===== src/rtl/mcu_core_pkg.sv =====
// Shared types for the mcu_core_p accumulator core: opcodes, FSM states, ALU decode.
package mcu_core_pkg;

  typedef enum logic [3:0] {
    OP_NOP  = 4'h0,
    OP_LDI  = 4'h1,
    OP_LDA  = 4'h2,
    OP_STA  = 4'h3,
    OP_ADD  = 4'h4,
    OP_SUB  = 4'h5,
    OP_AND  = 4'h6,
    OP_OR   = 4'h7,
    OP_XOR  = 4'h8,
    OP_JMP  = 4'h9,
    OP_JZ   = 4'hA,
    OP_JC   = 4'hB,
    OP_CALL = 4'hC,
    OP_RET  = 4'hD,
    OP_SHL  = 4'hE,
    OP_HALT = 4'hF
  } opcode_e;

  typedef enum logic [1:0] {
    ST_FETCH = 2'd0,
    ST_EXEC  = 2'd1,
    ST_MEM   = 2'd2,
    ST_HALT  = 2'd3
  } state_e;

  // Operation applied to ACC and the memory operand when a data access completes.
  // ALU_NONE marks a memory op that does not touch ACC (STA) or a non-memory op.
  typedef enum logic [2:0] {
    ALU_PASS = 3'd0,
    ALU_ADD  = 3'd1,
    ALU_SUB  = 3'd2,
    ALU_AND  = 3'd3,
    ALU_OR   = 3'd4,
    ALU_XOR  = 3'd5,
    ALU_NONE = 3'd6
  } alu_op_e;

  function automatic alu_op_e alu_decode(input opcode_e op);
    case (op)
      OP_LDA:  return ALU_PASS;
      OP_ADD:  return ALU_ADD;
      OP_SUB:  return ALU_SUB;
      OP_AND:  return ALU_AND;
      OP_OR:   return ALU_OR;
      OP_XOR:  return ALU_XOR;
      default: return ALU_NONE;
    endcase
  endfunction

  // Opcodes that need a data-memory cycle after EXEC.
  function automatic logic uses_mem(input opcode_e op);
    return (op == OP_LDA) || (op == OP_STA) || (op == OP_ADD) || (op == OP_SUB) ||
           (op == OP_AND) || (op == OP_OR)  || (op == OP_XOR);
  endfunction

endpackage


===== src/rtl/mcu_call_stack.sv =====
// Return-address LIFO. Push when full and pop when empty are dropped here;
// the core decides what an overflow/underflow means architecturally.
module mcu_call_stack #(
  parameter int ADDR_W = 12,
  parameter int DEPTH  = 4
) (
  input  logic              clk,
  input  logic              reset,
  input  logic              push,
  input  logic              pop,
  input  logic [ADDR_W-1:0] push_data,
  output logic [ADDR_W-1:0] top,
  output logic              full,
  output logic              empty
);

  localparam int SP_W = $clog2(DEPTH + 1);

  logic [ADDR_W-1:0] entries_q [DEPTH];
  logic [ADDR_W-1:0] entries_d [DEPTH];
  logic [SP_W-1:0]   sp_q, sp_d;

  assign full  = (sp_q == SP_W'(DEPTH));
  assign empty = (sp_q == '0);

  // Top-of-stack read and push/pop pointer update.
  always_comb begin
    entries_d = entries_q;
    sp_d      = sp_q;
    top       = '0;
    for (int i = 0; i < DEPTH; i++) begin
      if (sp_q == SP_W'(i + 1)) top = entries_q[i];
    end
    if (push && !full) begin
      for (int i = 0; i < DEPTH; i++) begin
        if (sp_q == SP_W'(i)) entries_d[i] = push_data;
      end
      sp_d = sp_q + SP_W'(1);
    end else if (pop && !empty) begin
      sp_d = sp_q - SP_W'(1);
    end
  end

  // Stack storage and pointer, cleared by the synchronous active-low reset.
  always_ff @(posedge clk) begin
    if (!reset) begin
      sp_q <= '0;
      for (int i = 0; i < DEPTH; i++) entries_q[i] <= '0;
    end else begin
      sp_q      <= sp_d;
      entries_q <= entries_d;
    end
  end

endmodule


===== src/rtl/mcu_core_p.sv =====
// Parametrised accumulator core: FETCH/EXEC/MEM FSM, ALU, flags and call stack.
// Handshakes (both ports): req, addr, we and wdata stay stable from req rising
// until the cycle in which ack is high; the transfer completes on that edge and
// req is low the following cycle. Ack while req is low has no effect.
module mcu_core_p
  import mcu_core_pkg::*;
#(
  parameter int DATA_W      = 8,
  parameter int ADDR_W      = 12,
  parameter int STACK_DEPTH = 4
) (
  input  logic                clk,
  input  logic                reset,
  output logic                imem_req,
  output logic [ADDR_W-1:0]   imem_addr,
  input  logic                imem_ack,
  input  logic [ADDR_W+3:0]   imem_rdata,
  output logic                dmem_req,
  output logic                dmem_we,
  output logic [ADDR_W-1:0]   dmem_addr,
  output logic [DATA_W-1:0]   dmem_wdata,
  input  logic                dmem_ack,
  input  logic [DATA_W-1:0]   dmem_rdata,
  output logic [DATA_W-1:0]   acc_out,
  output logic [ADDR_W-1:0]   pc_out,
  output logic                z_flag,
  output logic                c_flag,
  output logic                halted,
  output logic                stack_err,
  output logic [1:0]          state_out
);

  localparam int IW = ADDR_W + 4;

  state_e            state_q, state_d;
  logic [IW-1:0]     ir_q, ir_d;
  logic [ADDR_W-1:0] pc_q, pc_d;
  logic [DATA_W-1:0] acc_q, acc_d;
  logic              z_q, z_d;
  logic              c_q, c_d;
  logic              err_q, err_d;

  opcode_e           op;
  alu_op_e           aop;
  logic [ADDR_W-1:0] operand;
  logic [DATA_W-1:0] ldi_val, shl_val, alu_res;
  logic              alu_c;
  logic [DATA_W:0]   sum_w, diff_w;

  logic              st_push, st_pop, st_full, st_empty;
  logic [ADDR_W-1:0] st_top;

  assign op      = opcode_e'(ir_q[IW-1 -: 4]);
  assign operand = ir_q[ADDR_W-1:0];
  assign aop     = alu_decode(op);
  assign ldi_val = DATA_W'(operand);
  assign shl_val = {acc_q[DATA_W-2:0], 1'b0};
  // Borrow of ACC-mem falls out as the extra top bit of the widened difference.
  assign sum_w   = {1'b0, acc_q} + {1'b0, dmem_rdata};
  assign diff_w  = {1'b0, acc_q} - {1'b0, dmem_rdata};

  mcu_call_stack #(
    .ADDR_W (ADDR_W),
    .DEPTH  (STACK_DEPTH)
  ) u_stack (
    .clk       (clk),
    .reset     (reset),
    .push      (st_push),
    .pop       (st_pop),
    .push_data (pc_q),
    .top       (st_top),
    .full      (st_full),
    .empty     (st_empty)
  );

  // ALU result and carry for the memory-operand ops.
  always_comb begin
    alu_res = dmem_rdata;
    alu_c   = c_q;
    case (aop)
      ALU_ADD: {alu_c, alu_res} = sum_w;
      ALU_SUB: {alu_c, alu_res} = diff_w;
      ALU_AND: alu_res = acc_q & dmem_rdata;
      ALU_OR:  alu_res = acc_q | dmem_rdata;
      ALU_XOR: alu_res = acc_q ^ dmem_rdata;
      default: ;
    endcase
  end

  // Next-state and datapath updates for the FETCH/EXEC/MEM/HALT sequence.
  always_comb begin
    state_d = state_q;
    ir_d    = ir_q;
    pc_d    = pc_q;
    acc_d   = acc_q;
    z_d     = z_q;
    c_d     = c_q;
    err_d   = err_q;
    st_push = 1'b0;
    st_pop  = 1'b0;
    case (state_q)
      ST_FETCH: begin
        if (imem_ack) begin
          ir_d    = imem_rdata;
          pc_d    = pc_q + ADDR_W'(1);
          state_d = ST_EXEC;
        end
      end
      ST_EXEC: begin
        state_d = uses_mem(op) ? ST_MEM : ST_FETCH;
        case (op)
          OP_LDI: begin
            acc_d = ldi_val;
            z_d   = (ldi_val == '0);
          end
          OP_JMP: pc_d = operand;
          OP_JZ:  if (z_q) pc_d = operand;
          OP_JC:  if (c_q) pc_d = operand;
          OP_CALL: begin
            // Overflow: no push, no jump, fall through to PC+1.
            if (st_full) begin
              err_d = 1'b1;
            end else begin
              st_push = 1'b1;
              pc_d    = operand;
            end
          end
          OP_RET: begin
            if (st_empty) begin
              err_d = 1'b1;
            end else begin
              st_pop = 1'b1;
              pc_d   = st_top;
            end
          end
          OP_SHL: begin
            acc_d = shl_val;
            c_d   = acc_q[DATA_W-1];
            z_d   = (shl_val == '0);
          end
          OP_HALT: state_d = ST_HALT;
          default: ;
        endcase
      end
      ST_MEM: begin
        if (dmem_ack) begin
          state_d = ST_FETCH;
          if (aop != ALU_NONE) begin
            acc_d = alu_res;
            z_d   = (alu_res == '0);
            c_d   = alu_c;
          end
        end
      end
      ST_HALT: ;
      default: state_d = ST_FETCH;
    endcase
  end

  // Architectural state registers; reset is synchronous and active-low.
  always_ff @(posedge clk) begin
    if (!reset) begin
      state_q <= ST_FETCH;
      ir_q    <= '0;
      pc_q    <= '0;
      acc_q   <= '0;
      z_q     <= 1'b0;
      c_q     <= 1'b0;
      err_q   <= 1'b0;
    end else begin
      state_q <= state_d;
      ir_q    <= ir_d;
      pc_q    <= pc_d;
      acc_q   <= acc_d;
      z_q     <= z_d;
      c_q     <= c_d;
      err_q   <= err_d;
    end
  end

  // Fetch request is gated by reset so nothing is requested while reset is held.
  assign imem_req   = (state_q == ST_FETCH) && reset;
  assign imem_addr  = pc_q;
  assign dmem_req   = (state_q == ST_MEM);
  assign dmem_we    = dmem_req && (op == OP_STA);
  assign dmem_addr  = operand;
  assign dmem_wdata = acc_q;
  assign acc_out    = acc_q;
  assign pc_out     = pc_q;
  assign z_flag     = z_q;
  assign c_flag     = c_q;
  assign halted     = (state_q == ST_HALT);
  assign stack_err  = err_q;
  assign state_out  = state_q;

endmodule

===== config.mk =====
export PLATFORM = sky130hd
export DESIGN_NAME = mcu_core_p
export DESIGN_NICKNAME = d
export VERILOG_FILES = /design/src/rtl/mcu_core_pkg.sv /design/src/rtl/mcu_call_stack.sv /design/src/rtl/mcu_core_p.sv
export SDC_FILE = /design/constraint.sdc
export NUM_CORES = 1
export LEC_CHECK = 0
export CAP_MARGIN = 15
export CORE_MARGIN = 1.5
export CORE_UTILIZATION = 57
export CTS_BUF_LIST = sky130_fd_sc_hd__clkbuf_2
export DETAILED_ROUTE_END_ITERATION = 7
export GPL_ROUTABILITY_DRIVEN = 0
export PLACE_DENSITY_LB_ADDON = 0.2
export SLEW_MARGIN = 20
export SYNTH_ARGS = -nofsm -noshare
export SYNTH_HDL_FRONTEND = slang
export SYNTH_SLANG_ARGS = --single-unit

===== constraint.sdc =====
create_clock -name clk -period 4 [get_ports clk]
set_clock_uncertainty 0.15 [all_clocks]
set_input_delay 0.8 -clock clk [delete_from_list [all_inputs] [get_ports clk]]
set_output_delay 0.8 -clock clk [all_outputs]
set_load 0.02 [all_outputs]

==> run summary <==
Hold-fix buffers, CTS - 0
Synth Net Count - 858
# fillers - 942
Footprint of the multi-input gates - 3805 sq um
Max Freq - 0.2749 GHz
Most common cell in the netlist - dfxtp_1
Worst skew pair latency - 0.60 ns
Seq/Total Area, Yosys - 29.40%
Remaining antenna violation count after routing - 0
H-Tree Depth - 3
CP max stage delay - 0.68 ns
Chip width - 107.8 um
Initial cell density of the core - 58.03%
GR Util met2 - 53.46%
Largest net degree at the start of global routing - 55
Tcrit/Tclk final - 90.95%
Setup_tns - 0 ns
Critical Path Sink Type - primary output
Fin. max-slew vios - 0
CTS Sinks - 92
Fin. Hold Viols - 0
GR Util met1 - 37.68%
Async set or reset register ratio after synthesis - 0%
EDFF count, synth - 0
Area of the core - 10790 sq um
Global-route wire length before repair - 28380 um
Post-CTS sizing - 0
WP buf/inv - 2
Total gr overflow - 0
Critical Path AT - 2.69 ns
Post-synth top cells - dfxtp_1 (92), nand2_1 (76), nor2_1 (70), a21oi_1 (57), clkbuf_1 (43)
Area Growth Syn to Fin - 12.72%
Count of unique library cells instantiated by Yosys - 77
Area share of the largest cell type after synthesis - 29.40%
Req. time, crit path - 3.05 ns
Detailed Routing Iterations Pass 1 - 6
Die area - 11630 sq um
Period minus WS final - 3.638 ns
Leak - 2.515 nW
Clock tree buffer depth - 2
Via count - 5948
Kind of cell adding the most delay to the critical path - buffers and inverters
Setup Buffers After CTS - 0
# nets final - 879
I/O pin cnt - 89
PortBufs - 88
Synth warnings - 0
CP startpoint kind - register
FF+latch area - 1842 sq um
CTS buffer count - 9
Total power - 0.002130 W
Slowest-stage cell, CP - ha_1
HPWL after detailed placement - 12210 um
Post-synth top area cell - dfxtp_1
RSZ-0062 raised after global routing - no
Initial antenna violation count - 0
VDD IR max - 0.0002906 V
Pwr/cell area - 301.6 nW/um^2
Drt initial violations - 411
Outcome - completed
Synth Instances - 791
Total Routed Length - 17490 um
Max cap viols - 0
Worst-margin pin slew - 0.9107 ns
Post-synthesis instance area - 6264 sq um
Root Driver - clkbuf_2
Worst-path cell chain - inv_1, ha_1, nand2_1, nor2_1, clkdlybuf4s50_1
CTS tree - built
Die height - 107.8 um
GRT met3 Usage - 4.116%
GRT busiest layer - met2
Setup violators final - 0
Critical Path Fanout Max - 20
Post-route DRC violation count - 0
Crit path kind - reg -> out
Antenna diodes - 0
Gr usage total - 30.92%
FP Rows - 38
Avg WL per Cell - 18.27 um
Post-synth top flop - dfxtp_1
Vias in the first global route - 5697
Layout cell share with drive strength beyond 1 - 5.386%
Vias per cell - 6.215
Synth area leaders - dfxtp_1 (29%), ha_1 (7.4%), mux2i_1 (6.6%), a21oi_1 (4.6%), nand2_1 (4.6%)
CTS clk-pin slew, worst paths - 0.28 ns
Yosys reg bits - 92
Syn Area/Cell - 7.918 sq um
Relative slew slack - 39.28%
Min-delay worst type - reg -> reg
-- sequential cells by signal, summed over array words and instances (netlist names) --
| register | flops |
|---|---|
| stack_err | 1 |
| u_stack.sp_q | 3 |
| imem_addr | 12 |
| ir_q | 16 |
| z_flag | 1 |
| acc_out | 8 |
| state_out | 2 |
| u_stack.entries_q | 48 |
| c_flag | 1 |
-- per-layer routing --
metal	up-vias	wire (um)
met5	-	0
met2	271	8620
li1	2815	-
met4	0	587
met1	2803	7271
met3	59	1008
-- final timing paths --
kind | start | endpoint | slack (ns) | depth (start not counted)
min reg2reg | u_stack.entries_q[11] | u_stack.entries_q[11] | 0.32 | 2
max reg2reg | ir_q[13] | acc_out[6] | 0.44 | 9
max | state_out[0] | dmem_we | 0.36 | 5
min | u_stack.entries_q[11] | u_stack.entries_q[11] | 0.32 | 2
-- where the power goes --
part / internal (W) / switching (W) / leakage (nW)
clock: 0.000215 / 0.000324 / 0.0828
combinational: 0.000233 / 0.000336 / 1.69
sequential: 0.000951 / 0.0000699 / 0.745
-- final cells by class --
class | count | share of cell area [%]
Clock buffer | 11 | 0.7797
Clock inverter | 5 | 1.205
Inverter | 30 | 1.595
Multi-Input combinational cell | 577 | 53.89
Sequential cell | 92 | 26.09
Tap cell | 140 | 2.481
Timing Repair Buffer | 102 | 13.96
-- cell families (layout without fill, tap and decap cells) --
| kind of cell | count (synthesis) | in the layout | share of synthesized area (%) |
|---|---|---|---|
| muxes | 41 | 41 | 6.552 |
| AOI/OAI and AO/OA | 209 | 209 | 22.19 |
| adders and majority gates | 39 | 39 | 8.030 |
| buffers and inverters | 122 | 148 | 9.848 |
| and+or+nand+nor | 280 | 280 | 22.85 |
| xor gates and xnor gates | 8 | 8 | 1.119 |
| DFF | 92 | 92 | 29.40 |
-- metrics by stage --
stage,cell area [sq um],setup WS (ns),cells,hold slack [ns],util (%)
global route,7061,0.1700,957,0.3528,65.42
detailed placement,6920,0.3720,941,0.2981,64.12
finish,7061,0.3619,957,0.3227,65.42
global placement,6920,0.4373,941,0.2924,64.12
floorplan,6264,1.165,791,0.2853,-
CTS,7061,0.3777,957,0.3239,65.42
-- placed cells by master, fill, tap and decap left out, types with 4 or more instances in the layout --
cell type / instances
nand3_1: 24
inv_1: 28
a31oi_1: 9
nand2b_1: 5
mux2i_1: 41
a211o_1: 5
o22ai_1: 6
nor2_1: 70
o211a_1: 4
and2_1: 9
nor2b_1: 31
ha_1: 37
clkdlybuf4s50_1: 88
nor4_1: 5
dfxtp_1: 92
o31ai_1: 6
o21ai_0: 17
clkbuf_2: 11
a21oi_1: 57
o21ai_1: 23
nor3_1: 24
a21boi_1: 4
o211ai_1: 10
xnor2_1: 5
a211oi_1: 13
nand2_1: 76
a221oi_1: 12
nor3b_1: 4
a21boi_0: 14
and3_1: 5
buf_4: 14
-- worst reg2reg max path, delay by kind of cell, from the launching register on --
kind	cells	cell delay, ns
AOI/OAI and AO/OA	3	0.66
muxes	1	0.10
and+or+nand+nor	4	1.32
DFF	1	0.79
adders and majority gates	1	0.48
No activity file was read; power rests on OpenSTA's default activity.
